`src/rtl/motor_ctrl_pkg.sv`:
```
// Shared encodings for the steering command bus and the H-bridge direction pair.
// The tracker stage drives the command; motor_ctrl decodes it.
package motor_ctrl_pkg;

  typedef enum logic [1:0] {
    CMD_STOP        = 2'b00,
    CMD_TURN_RIGHT  = 2'b01,
    CMD_TURN_LEFT   = 2'b10,
    CMD_GO_STRAIGHT = 2'b11
  } cmd_e;

  localparam logic [1:0] DIR_FORWARD = 2'b10;
  localparam logic [1:0] DIR_COAST   = 2'b00;

endpackage

```
`src/rtl/motor_channel.sv`:
```
// One wheel: target decode, per-period duty ramp, registered PWM compare and dir decode.
// The ramp only moves on wrap so each period runs at a single duty.
module motor_channel
  import motor_ctrl_pkg::*;
#(
  parameter int PWM_BITS  = 10,
  parameter int DUTY_FAST = 1000,
  parameter int DUTY_SLOW = 600,
  parameter int STEP      = 50,
  parameter bit IS_LEFT   = 1'b1
) (
  input  logic                clk,
  input  logic                reset,
  input  logic [PWM_BITS-1:0] cnt,
  input  logic                wrap,
  input  logic                stop,
  input  cmd_e                cmd,
  output logic                pwm,
  output logic [1:0]          dir,
  output logic [PWM_BITS-1:0] duty
);

  localparam int W = PWM_BITS + 1;
  localparam logic [W-1:0] FAST_W = W'(DUTY_FAST);
  localparam logic [W-1:0] SLOW_W = W'(DUTY_SLOW);
  localparam logic [W-1:0] STEP_W = W'(STEP);

  logic [W-1:0] target, cur_w, up, dn, nxt;

  always_comb begin
    target = '0;
    case (cmd)
      CMD_STOP:        target = '0;
      CMD_TURN_RIGHT:  target = IS_LEFT ? FAST_W : SLOW_W;
      CMD_TURN_LEFT:   target = IS_LEFT ? SLOW_W : FAST_W;
      CMD_GO_STRAIGHT: target = FAST_W;
      default:         target = '0;
    endcase
  end

  // Extra bit keeps cur+STEP from wrapping; the down path is only taken when cur > target.
  always_comb begin
    cur_w = {1'b0, duty};
    up    = cur_w + STEP_W;
    dn    = ((cur_w - target) > STEP_W) ? (cur_w - STEP_W) : target;
    nxt   = cur_w;
    if (cur_w < target)      nxt = (up > target) ? target : up;
    else if (cur_w > target) nxt = dn;
  end

  always_ff @(posedge clk) begin
    if (!reset) begin
      duty <= '0;
      pwm  <= 1'b0;
    end else begin
      pwm <= (cnt < duty);
      if (stop)      duty <= '0;
      else if (wrap) duty <= nxt[PWM_BITS-1:0];
    end
  end

  assign dir = (duty != '0) ? DIR_FORWARD : DIR_COAST;

endmodule

```
`src/rtl/motor_ctrl.sv`:
```
// Two-wheel PWM motor controller: free-running period counter, command sampling on wrap,
// and one motor_channel per wheel. A stop command clears both duties immediately.
module motor_ctrl
  import motor_ctrl_pkg::*;
#(
  parameter int PWM_BITS  = 10,
  parameter int DUTY_FAST = 1000,
  parameter int DUTY_SLOW = 600,
  parameter int STEP      = 50
) (
  input  logic                clk,
  input  logic                reset,
  input  logic [1:0]          state,
  output logic                left_pwm,
  output logic                right_pwm,
  output logic [1:0]          left_dir,
  output logic [1:0]          right_dir,
  output logic [PWM_BITS-1:0] left_duty,
  output logic [PWM_BITS-1:0] right_duty
);

  logic [PWM_BITS-1:0] cnt;
  cmd_e                cmd_q, cmd_eff;
  logic                wrap, stop;

  assign wrap = &cnt;
  assign stop = (state == CMD_STOP);

  always_ff @(posedge clk) begin
    if (!reset) begin
      cnt   <= '0;
      cmd_q <= CMD_STOP;
    end else begin
      cnt <= cnt + 1'b1;
      if (wrap) cmd_q <= cmd_e'(state);
    end
  end

  // The live command is what gets sampled on the wrap cycle itself.
  assign cmd_eff = wrap ? cmd_e'(state) : cmd_q;

  motor_channel #(
    .PWM_BITS(PWM_BITS), .DUTY_FAST(DUTY_FAST), .DUTY_SLOW(DUTY_SLOW),
    .STEP(STEP), .IS_LEFT(1'b1)
  ) u_left (
    .clk(clk), .reset(reset), .cnt(cnt), .wrap(wrap), .stop(stop), .cmd(cmd_eff),
    .pwm(left_pwm), .dir(left_dir), .duty(left_duty)
  );

  motor_channel #(
    .PWM_BITS(PWM_BITS), .DUTY_FAST(DUTY_FAST), .DUTY_SLOW(DUTY_SLOW),
    .STEP(STEP), .IS_LEFT(1'b0)
  ) u_right (
    .clk(clk), .reset(reset), .cnt(cnt), .wrap(wrap), .stop(stop), .cmd(cmd_eff),
    .pwm(right_pwm), .dir(right_dir), .duty(right_duty)
  );

endmodule

```
`config.mk`:
```
export PLATFORM = sky130hd
export DESIGN_NAME = motor_ctrl
export DESIGN_NICKNAME = d
export VERILOG_FILES = /design/src/rtl/motor_ctrl_pkg.sv /design/src/rtl/motor_channel.sv /design/src/rtl/motor_ctrl.sv
export SDC_FILE = /design/constraint.sdc
export NUM_CORES = 1
export LEC_CHECK = 0
export ABC_CLOCK_PERIOD_IN_PS = 4500
export BUFFER_PORTS_ARGS = -buffer_cell sky130_fd_sc_hd__buf_4
export CAP_MARGIN = 25
export CORE_MARGIN = 4
export CORE_UTILIZATION = 50
export DETAILED_ROUTE_END_ITERATION = 10
export PLACE_DENSITY = 0.69
export SLEW_MARGIN = 20
export SYNTH_ARGS = -nofsm -noshare
export SYNTH_HDL_FRONTEND = slang
export SYNTH_SLANG_ARGS = --single-unit
```
`constraint.sdc`:
```
create_clock -name clk -period 4.5 [get_ports clk]
set_clock_uncertainty 0.2 [all_clocks]
set_input_delay 1.125 -clock clk [delete_from_list [all_inputs] [get_ports clk]]
set_output_delay 1.125 -clock clk [all_outputs]
set_load 0.05 [all_outputs]
```
==> results.tsv <==
metric	value	unit
outcome	completed	
crit_fanout	9	
cts_root_buf	clkbuf_8	
globalRouteOverflowTotal	0	
grt_pass1_vias	3339	
max_freq	233	MHz
critPathCaptureType	register	
ir_drop	0.000186	V
drt_iter0_drc	257	
hold-path-cell-count	1	
avgSynthCellArea	8.01	um2
coreArea	6910	um2
numCtsBuffers	5	
cts_sinks	32	
cts.path.max_buffers	2	
antenna_found_initial	0	
rsz0062_at_grt	no	
post-route-period-util	95.3	%
yosys_warnings	0	
cp.required	4.48	ns
relSlewSlack	37.2	%
arrival	4.27	ns
worst_slew_pin_slew	0.934	ns
synthArstFlopShare	0	%
cap_violations	0	
design_area	4170	um2
min_period	4.29	ns
dp_hpwl	7950	um
final-hold-violation-count	0	
clk_pin_slew	0.07	ns
viasPerCell	6.05	
reg2regPathDepth	14	
hold_path_class	reg2reg	
ioPinCount	30	
vias	3601	
antenna_cells	0	
drt_first_pass_iters	5	
dieHeight	92.8	um
finalSetupViolCount	0	
wl	10000	um
rows	30	
finalMaxSlewViolations	0	
clock_latency	0.29	ns
tritoncts	yes	
ys_seq_area_share	17.8	%
syn_area	3600	um2
yosysTopAreaCellShare	18.4	%
place.gp.congestion	0.923	
grt_pass1_wl	16600	um
fp.dieW	92.8	um
p_per_area	139	nW/um2
track_usage	24.0	%
critPathLaunchType	primary input	
yosys-top-cells-count	53 x ha_1, 34 x a21oi_1, 32 x dfxtp_1	
htreeDepth	2	
die_area	8620	um2
num-nets-final	557	
area_growth	15.9	%
grt_max_degree	17	
drc	0	
hold_slack	0.255	ns
yosysTopAreaCell	ha_1	
placed_area	4060	um2
initial_core_util	52.1	%
synth-seq-cells	32	
synth-edff-count	0	
drive_gt1_share	16.0	%
synth-main-ff-cell	dfxtp_1	
synth_area_leaders	ha_1 18%, dfxtp_1 18%, xnor2_1 7.5%	
routedWlPerCell	16.9	um
synth_cells	449	
p_leak	1.71	nW
port_buffers	25	
timing.reg2reg.setup_slack	0.31	ns
synth.lib_cells_used.distinct	71	
ant_nets	0	
crit_type	in2reg	
synth_most_common_cell	ha_1	
[worst max-delay path, stage by stage]
cell	delay (ns)
buf_4	0.12
nor2_1	0.17
and4_1	0.36
nor2_8	0.06
ha_1	0.21
fa_1	0.41
nor2b_1	0.15
nor2_1	0.06
maj3_1	0.35
a32o_1	0.23
o41ai_2	0.36
and2_1	0.38
o31a_1	0.21
a21oi_1	0.07
[cell usage in the layout, fill, tap and decap left out, types with 7 or more instances in the layout]
master,count
a21oi_1,33
a221oi_1,7
a31oi_1,7
and2_1,13
buf_4,55
dfxtp_1,32
ha_1,53
inv_1,28
nand2_1,23
nand3_1,17
nand4_1,8
nor2_1,24
nor3_1,8
nor4_1,9
o21a_1,21
o21ai_0,23
xnor2_1,31
[metal layers]
metal  vias up  part of all wire, %  track usage (%)  routed length (um)
met5         -                    0                0                   0
met4         0                  1.6             7.20                 158
met3        20                  6.7             3.66                 671
met2       131                   45             36.9                4510
met1      1680                   47             34.5                4690
li1       1770                    -                -                   -
[flip-flops by register name, summed over array words and instances, names as in the netlist]
name and count:
u_left.pwm 1, u_right.pwm 1, u_right.duty 9, cnt 10
u_left.duty 9, cmd_q 2
[area by class of cell]
type,count,area (um2)
Sequential cell,32,641
Clock buffer,6,82.6
Inverter,31,116
Fill cell,649,2740
Clock inverter,2,15.0
Tap cell,96,120
Timing Repair Buffer,56,417
Multi-Input combinational cell,372,2780
[path summary, 6_finish.rpt]
path / start / endpoint
max: state[0] / u_left.duty[8]$_SDFFE_PP0P_
min reg2reg: cnt[0]$_SDFF_PN0_ / cnt[0]$_SDFF_PN0_
max reg2reg: cnt[0]$_SDFF_PN0_ / u_left.duty[8]$_SDFFE_PP0P_
min: cnt[0]$_SDFF_PN0_ / cnt[0]$_SDFF_PN0_
[where the power goes]
group | internal [mW] | switching [mW] | total (mW)
Sequential | 0.287 | 0.00170 | 0.289
Combinational | 0.0245 | 0.0329 | 0.0575
Clock | 0.124 | 0.111 | 0.235
[kinds of logic after synthesis]
family,count (synthesis),share of synthesized area (%)
simple gates,136,20.8
mux,3,0.869
fa+ha+maj,57,20.1
xor+xnor,35,8.52
buf+inv,48,5.63
flops,32,17.8
compound gates,137,26.2
other cells,1,0.104
[timing repair]
item | in CTS | in global routing
resized for setup | 0 | 4
hold buffers | 0 | 0
buffers inserted | 0 | 0
setup endpoints to repair | 0 | 16
[per-stage QoR]
step | utilization [%] | TNS, ns | power (mW) | instances | worst slack (ns)
2_1_floorplan | - | 0 | 0.339 | 452 | 0.241
3_3_place_gp | 58.7 | 0 | 0.352 | 586 | 0.0249
3_5_place_dp | 58.8 | -0.312 | 0.352 | 587 | -0.0722
4_1_cts | 60.2 | 0 | 0.589 | 595 | 0.165
5_1_grt | 60.4 | 0 | 0.608 | 595 | 0.00358
6_report | 60.4 | 0 | 0.581 | 595 | 0.212
No activity file was read; power rests on OpenSTA's default activity.
